File: src/rtl/icache_responder_pkg.sv
// Shared fetch-side definitions for the instruction cache: FSM encodings, bus widths
// and a saturating counter helper used when ICACHE_STATS_EN is defined.
package icache_responder_pkg;

  localparam int WORD_W   = 32;
  localparam int BLOCK_W  = 128;
  localparam int OFFSET_W = 2;

  typedef enum logic [1:0] {
    ST_IDLE     = 2'd0,
    ST_MEM_READ = 2'd1,
    ST_UPDATE   = 2'd2
  } icache_state_t;

  function automatic logic [15:0] sat_inc16(input logic [15:0] v);
    return (v == 16'hFFFF) ? v : v + 16'd1;
  endfunction

endpackage

File: src/rtl/icache_block_array.sv
// Valid/tag/data storage for the direct-mapped instruction cache.
// One write port for refills, combinational read by index; only valid bits are reset.
module icache_block_array
  import icache_responder_pkg::*;
#(
  parameter int INDEX_BITS = 3,
  parameter int TAG_BITS   = 3
) (
  input  logic                  CLK,
  input  logic                  RESET,
  input  logic                  we,
  input  logic [INDEX_BITS-1:0] w_index,
  input  logic [TAG_BITS-1:0]   w_tag,
  input  logic [BLOCK_W-1:0]    w_block,
  input  logic [INDEX_BITS-1:0] r_index,
  output logic                  r_valid,
  output logic [TAG_BITS-1:0]   r_tag,
  output logic [BLOCK_W-1:0]    r_block
);

  localparam int SETS = 1 << INDEX_BITS;

  logic [SETS-1:0]     valid_r;
  logic [TAG_BITS-1:0] tag_r  [SETS];
  logic [BLOCK_W-1:0]  data_r [SETS];

  // Valid bits: cleared asynchronously so an in-flight refill can never survive reset
  always_ff @(posedge CLK or posedge RESET) begin
    if (RESET) begin
      valid_r <= {SETS{1'b0}};
    end else if (we) begin
      valid_r[w_index] <= 1'b1;
    end else begin
      valid_r <= valid_r;
    end
  end

  // Tag and data payload; meaningless until the matching valid bit is set
  always_ff @(posedge CLK) begin
    if (we) begin
      tag_r[w_index]  <= w_tag;
      data_r[w_index] <= w_block;
    end
  end

  assign r_valid = valid_r[r_index];
  assign r_tag   = tag_r[r_index];
  assign r_block = data_r[r_index];

endmodule

File: src/rtl/icache_responder.sv
// Direct-mapped read-only instruction cache on the cpu fetch port with block refill.
// Define ICACHE_STATS_EN to add saturating HIT_COUNT / MISS_COUNT outputs.
module icache_responder
  import icache_responder_pkg::*;
#(
  parameter int INDEX_BITS = 3,
  parameter int TAG_BITS   = 3
) (
  input  logic                         CLK,
  input  logic                         RESET,
  input  logic [31:0]                  PC,
  output logic [WORD_W-1:0]            INSTRUCTION,
  output logic                         BUSYWAIT,
  output logic                         MEM_READ,
  output logic [TAG_BITS+INDEX_BITS-1:0] MEM_ADDRESS,
  input  logic [BLOCK_W-1:0]           MEM_READDATA,
  input  logic                         MEM_BUSYWAIT
`ifdef ICACHE_STATS_EN
  ,
  output logic [15:0]                  HIT_COUNT,
  output logic [15:0]                  MISS_COUNT
`endif
);

  localparam int ADDR_W = TAG_BITS + INDEX_BITS;

  icache_state_t         state_r;
  logic                  mem_read_r;
  logic [ADDR_W-1:0]     mem_addr_r;
  logic [OFFSET_W-1:0]   offset_s;
  logic [INDEX_BITS-1:0] index_s;
  logic [TAG_BITS-1:0]   tag_s;
  logic                  arr_valid_s;
  logic [TAG_BITS-1:0]   arr_tag_s;
  logic [BLOCK_W-1:0]    arr_block_s;
  logic                  hit_s;
  logic                  we_s;
  logic [WORD_W-1:0]     word_s;
  logic                  unused_pc_bits_s;

  assign offset_s         = PC[3:2];
  assign index_s          = PC[INDEX_BITS+3:4];
  assign tag_s            = PC[ADDR_W+3:INDEX_BITS+4];
  assign unused_pc_bits_s = ^{PC[31:ADDR_W+4], PC[1:0]};

  assign hit_s = arr_valid_s && (arr_tag_s == tag_s);
  assign we_s  = (state_r == ST_MEM_READ) && !MEM_BUSYWAIT;

  // The refill target comes from the address latched at miss time, not the live PC
  icache_block_array #(
    .INDEX_BITS(INDEX_BITS),
    .TAG_BITS  (TAG_BITS)
  ) u_array (
    .CLK    (CLK),
    .RESET  (RESET),
    .we     (we_s),
    .w_index(mem_addr_r[INDEX_BITS-1:0]),
    .w_tag  (mem_addr_r[ADDR_W-1:INDEX_BITS]),
    .w_block(MEM_READDATA),
    .r_index(index_s),
    .r_valid(arr_valid_s),
    .r_tag  (arr_tag_s),
    .r_block(arr_block_s)
  );

  // Little-endian word select within the cached block
  always_comb begin
    word_s = {WORD_W{1'b0}};
    case (offset_s)
      2'd0:    word_s = arr_block_s[31:0];
      2'd1:    word_s = arr_block_s[63:32];
      2'd2:    word_s = arr_block_s[95:64];
      2'd3:    word_s = arr_block_s[127:96];
      default: word_s = {WORD_W{1'b0}};
    endcase
  end

  // Refill FSM with registered memory-side request and address
  always_ff @(posedge CLK or posedge RESET) begin
    if (RESET) begin
      state_r    <= ST_IDLE;
      mem_read_r <= 1'b0;
      mem_addr_r <= {ADDR_W{1'b0}};
    end else begin
      case (state_r)
        ST_IDLE: begin
          if (!hit_s) begin
            state_r    <= ST_MEM_READ;
            mem_read_r <= 1'b1;
            mem_addr_r <= {tag_s, index_s};
          end
        end
        ST_MEM_READ: begin
          if (!MEM_BUSYWAIT) begin
            state_r    <= ST_UPDATE;
            mem_read_r <= 1'b0;
            mem_addr_r <= {ADDR_W{1'b0}};
          end
        end
        ST_UPDATE: begin
          state_r <= ST_IDLE;
        end
        default: begin
          state_r    <= ST_IDLE;
          mem_read_r <= 1'b0;
          mem_addr_r <= {ADDR_W{1'b0}};
        end
      endcase
    end
  end

  // Hit path stays combinational so a hit costs no stall cycle
  assign BUSYWAIT    = RESET ? 1'b0 : ((state_r != ST_IDLE) || !hit_s);
  assign INSTRUCTION = RESET ? {WORD_W{1'b0}} : word_s;
  assign MEM_READ    = mem_read_r;
  assign MEM_ADDRESS = mem_addr_r;

`ifdef ICACHE_STATS_EN
  logic [15:0] hit_count_r;
  logic [15:0] miss_count_r;

  // Hits counted per IDLE cycle, misses once per refill start
  always_ff @(posedge CLK or posedge RESET) begin
    if (RESET) begin
      hit_count_r  <= 16'h0000;
      miss_count_r <= 16'h0000;
    end else if (state_r == ST_IDLE) begin
      if (hit_s) begin
        hit_count_r <= sat_inc16(hit_count_r);
      end else begin
        miss_count_r <= sat_inc16(miss_count_r);
      end
    end
  end

  assign HIT_COUNT  = hit_count_r;
  assign MISS_COUNT = miss_count_r;
`endif

endmodule
File: config.mk
export PLATFORM = sky130hd
export DESIGN_NAME = icache_responder
export DESIGN_NICKNAME = d
export VERILOG_FILES = /design/src/rtl/icache_responder_pkg.sv /design/src/rtl/icache_block_array.sv /design/src/rtl/icache_responder.sv
export SDC_FILE = /design/constraint.sdc
export NUM_CORES = 1
export LEC_CHECK = 0
export ABC_AREA = 1
export BUFFER_PORTS_ARGS = -buffer_cell sky130_fd_sc_hd__buf_4
export CAP_MARGIN = 30
export CORE_ASPECT_RATIO = 1.1
export CORE_MARGIN = 8
export CORE_UTILIZATION = 39
export CTS_BUF_LIST = sky130_fd_sc_hd__clkbuf_16
export DETAILED_ROUTE_END_ITERATION = 8
export PLACE_DENSITY = 0.59
export SLEW_MARGIN = 20
export SYNTH_ARGS = -nofsm -noshare
export SYNTH_HDL_FRONTEND = slang
export SYNTH_SLANG_ARGS = --single-unit
File: constraint.sdc
create_clock -name CLK -period 17.1 [get_ports CLK]
set_input_delay 1.71 -clock CLK [delete_from_list [all_inputs] [get_ports CLK]]
set_output_delay 1.71 -clock CLK [all_outputs]
set_load 0.1 [all_outputs]
==> metrics.md <==
| Metric | Value |
|---|---|
| CTS sink count | `1065` |
| Hold Buf Count CTS | `0` |
| Initial Util | `39.3%` |
| Pwr/cell area | `126 nW/um^2` |
| Sw Pwr | `approximately 1.6 mW` |
| GPL Wtd Cong | `0.727` |
| Clk_skew | `0.0175 ns` |
| CP startpoint kind | `input pin` |
| Sum Neg Setup Slack | `0 ns` |
| Cell family with most CP delay | `buffers and inverters` |
| Hold Crit Depth | `2` |
| Post-CTS resize count | `0` |
| Reg-to-reg slack, setup | `13.99 ns` |
| Slew headroom | `~28%` |
| Detailed Route WL | `113000 microns` |
| Final Hold Fails | `0` |
| First drt pass iteration count | `6` |
| First-pass GRT wire length | `~160000 microns` |
| Crit path from | `PC[5]` |
| CTS max path bufs | `3` |
| Synth Warn # | `0` |
| Worst reg2reg path depth | `7` |
| Synth unique cells | `26` |
| Arrival @ worst endpoint | `roughly 5.9 ns` |
| Post-Syn Area per Cell | `approximately 13 sq um` |
| Switching share of power | `between 20% and 30%` |
| Die area | `119000 sq um` |
| Sequential cell fraction of total power | `52.2%` |
| CP Cell Sequence | `buf_8 > inv_6 > buf_4 > buf_4 > o21ai_0 > o221ai_1 > nand3_1 > nand2_1 > nor2_1 > nor2_1 > buf_4` |
| Final Critical Period | `7.61 ns` |
| Vias/cell | `5.41` |
| Total CTS buffers | `around 110` |
| Postcts setup bufs | `0` |
| Status | `completed` |
| Rows | `roughly 130` |
| CP bufs+invs | `5` |
| CTS tree | `done` |
| Comb pwr share | `11.4%` |
| RSZ-0062 raised after global routing | `false` |
| H-tree depth | `3` |
| Design area | `48000 sq um` |
| Syn_nets | `3352` |
| Cell Area, Placed | `44600 sq um` |
| Port Buf Inserts | `around 180` |
| Number of global-route vias before repair | `24100` |
| Detail Placement HPWL | `59400 microns` |
| Critical Path Most Common Cell | `buf_4` |
| HP Class | `reg2reg` |
| FMAX | `0.131 GHz` |
| DRC | `0` |
| Initial antenna violation count | `22` |
| GRT overflow | `0` |
| Worst skew pair latency | `roughly 0.68 ns` |
| Required time of the worst setup path | `around 15 ns` |
| Largest stage delay, worst path | `0.82 ns` |
| Remaining antenna violation count | `0` |
| Commonest non-fill, non-tap cell in the layout | `edfxtp_1` |
| GRT Overall Usage | `between 10% and 20%` |
| Mapped Cells | `around 3200` |
| Clk root buf | `clkbuf_16` |
| Sequential-to-total area share from yosys stat | `around three quarters` |
| Die Wd | `329 microns` |
| Post-synth top area share | `about three quarters` |
| Avg WL per Cell | `around 23 microns` |
| Largest net degree at the start of global routing | `around 230` |
| Worst-path clk slew | `0.06 ns` |
| Die Height | `360 microns` |
| Fin crit share | `44.5%` |
| Pins Over Slew Limit | `0` |
| Post-synthesis register bit count | `1065` |
| Post-Syn Area | `42000 sq um` |
| Nets | `roughly 3500` |
| Core area | `between 100000 and 150000 sq um` |
| Worst path depth | `11` |
| I/O pin total | `around 200` |
| Commonest cells after routing, fill and taps aside | `edfxtp_1, nor2_1, nand2_1, o21ai_0, nand3_1` |
| Clock power share | `36.5%` |
| Share of cells above drive strength 1 | `between 10% and 20%` |
| Crit Path Max Fanout | `80` |
| Leakage | `16.1 nW` |
| Critical-path top delay cell | `buf_4` |
| Max IR drop VDD | `95.8 uV` |
| Hold Crit Start | `u_array.valid_r[5]` |
| FF-to-FF Start | `state_r[1]` |
| Slew @ Worst Pin | `1.08 ns` |
| Leading area contributor after synthesis | `edfxtp_1` |
| Initial DRC Count | `2686` |
| Max-Cap Viols | `0` |
| Critical path class | `in2out` |
| Total internal power | `4.51 mW` |
| Area contributors post-synth | `edfxtp_1, nor2_1, o21ai_0` |
| Synthesis-to-layout area growth | `14.3%` |
| Worst setup EP type | `output port` |
| Routed via count | `26000` |
| # setup viols final | `0` |
-- logic make-up after synthesis --
| kind of cell | Yosys count | synth area share, % |
|---|---|---|
| and+or+nand+nor | 1176 | 11.3 |
| buffers and inverters | 258 | 3.00 |
| AOI/OAI and AO/OA | 690 | 9.78 |
| DFF | 1065 | 75.9 |
-- synthesized netlist by cell type, drive strengths merged --
cell type,number
o211ai,50
nand2,392
o22ai,33
clkbuf,112
o21ai,440
nor2,525
or2,6
edfxtp,1048
clkinv,1
a21oi,31
buf,110
nand3,252
a31oi,8
a22o,14
inv,35
dfrtp,17
nand3b,1
o221ai,114
-- power by group through the flow --
stage	Clock (mW)	Sequential, mW	Combinational, mW
6_report	2.21	3.17	0.689
4_1_cts	2.25	3.17	0.694
2_1_floorplan	0	3.31	0.356
3_5_place_dp	0	3.22	0.694
5_1_grt	2.35	3.18	0.745
3_3_place_gp	0	3.22	0.682
-- worst min-delay path, cell delays in order, from the launching register on --
cell     delay (ns)
dfrtp_1        0.32
inv_1          0.04
o21ai_0        0.06
-- metrics by stage --
step / worst slack [ns] / total power, mW / std cells / hold WS [ns] / utilization [%]
6_report: 9.49 / 6.07 / 4809 / 0.456 / 44.9
5_1_grt: 9.24 / 6.27 / 4801 / 0.467 / 44.8
4_1_cts: 9.56 / 6.11 / 4795 / 0.464 / 44.8
3_5_place_dp: 9.55 / 3.91 / 4595 / 0.449 / 41.7
3_3_place_gp: 9.33 / 3.90 / 4590 / 0.440 / 41.5
2_1_floorplan: 8.91 / 3.67 / 3189 / 0.428 / -
-- path summary, 6_finish.rpt --
path | end
min reg2reg | u_array.valid_r[5]
min in group asynchronous | u_array.valid_r[2]
max | INSTRUCTION[13]
max in group asynchronous | u_array.valid_r[6]
max reg2reg | u_array.data_r[7][43]
min | u_array.valid_r[5]
-- final cells by class --
cell class / instances / area (sq um)
fill: 9541 / 59000
clock inverter: 90 / 569
clock buffer: 110 / 2750
timing repair buffer: 223 / 1920
sequential: 1065 / 31900
inverter: 36 / 153
multi-input combinational: 1866 / 8950
tap: 1408 / 1760
antenna: 11 / 27.5
-- per-layer routing --
| layer | wire (microns) | vias up | global-route usage [%] |
|---|---|---|---|
| li1 | - | 12000 | - |
| met1 | 49900 | 12900 | 25.9 |
| met2 | 51600 | 872 | 28.5 |
| met3 | 8850 | 158 | 4.34 |
| met4 | 2250 | 14 | 4.62 |
| met5 | 88 | - | 0 |
-- registers in the layout (all words and copies together) (netlist names) --
signal and count:
u_array.valid_r 8, state_r 2, MEM_ADDRESS 6, u_array.tag_r 24
u_array.data_r 1024, MEM_READ 1
Power figures use the tool's default switching activity.
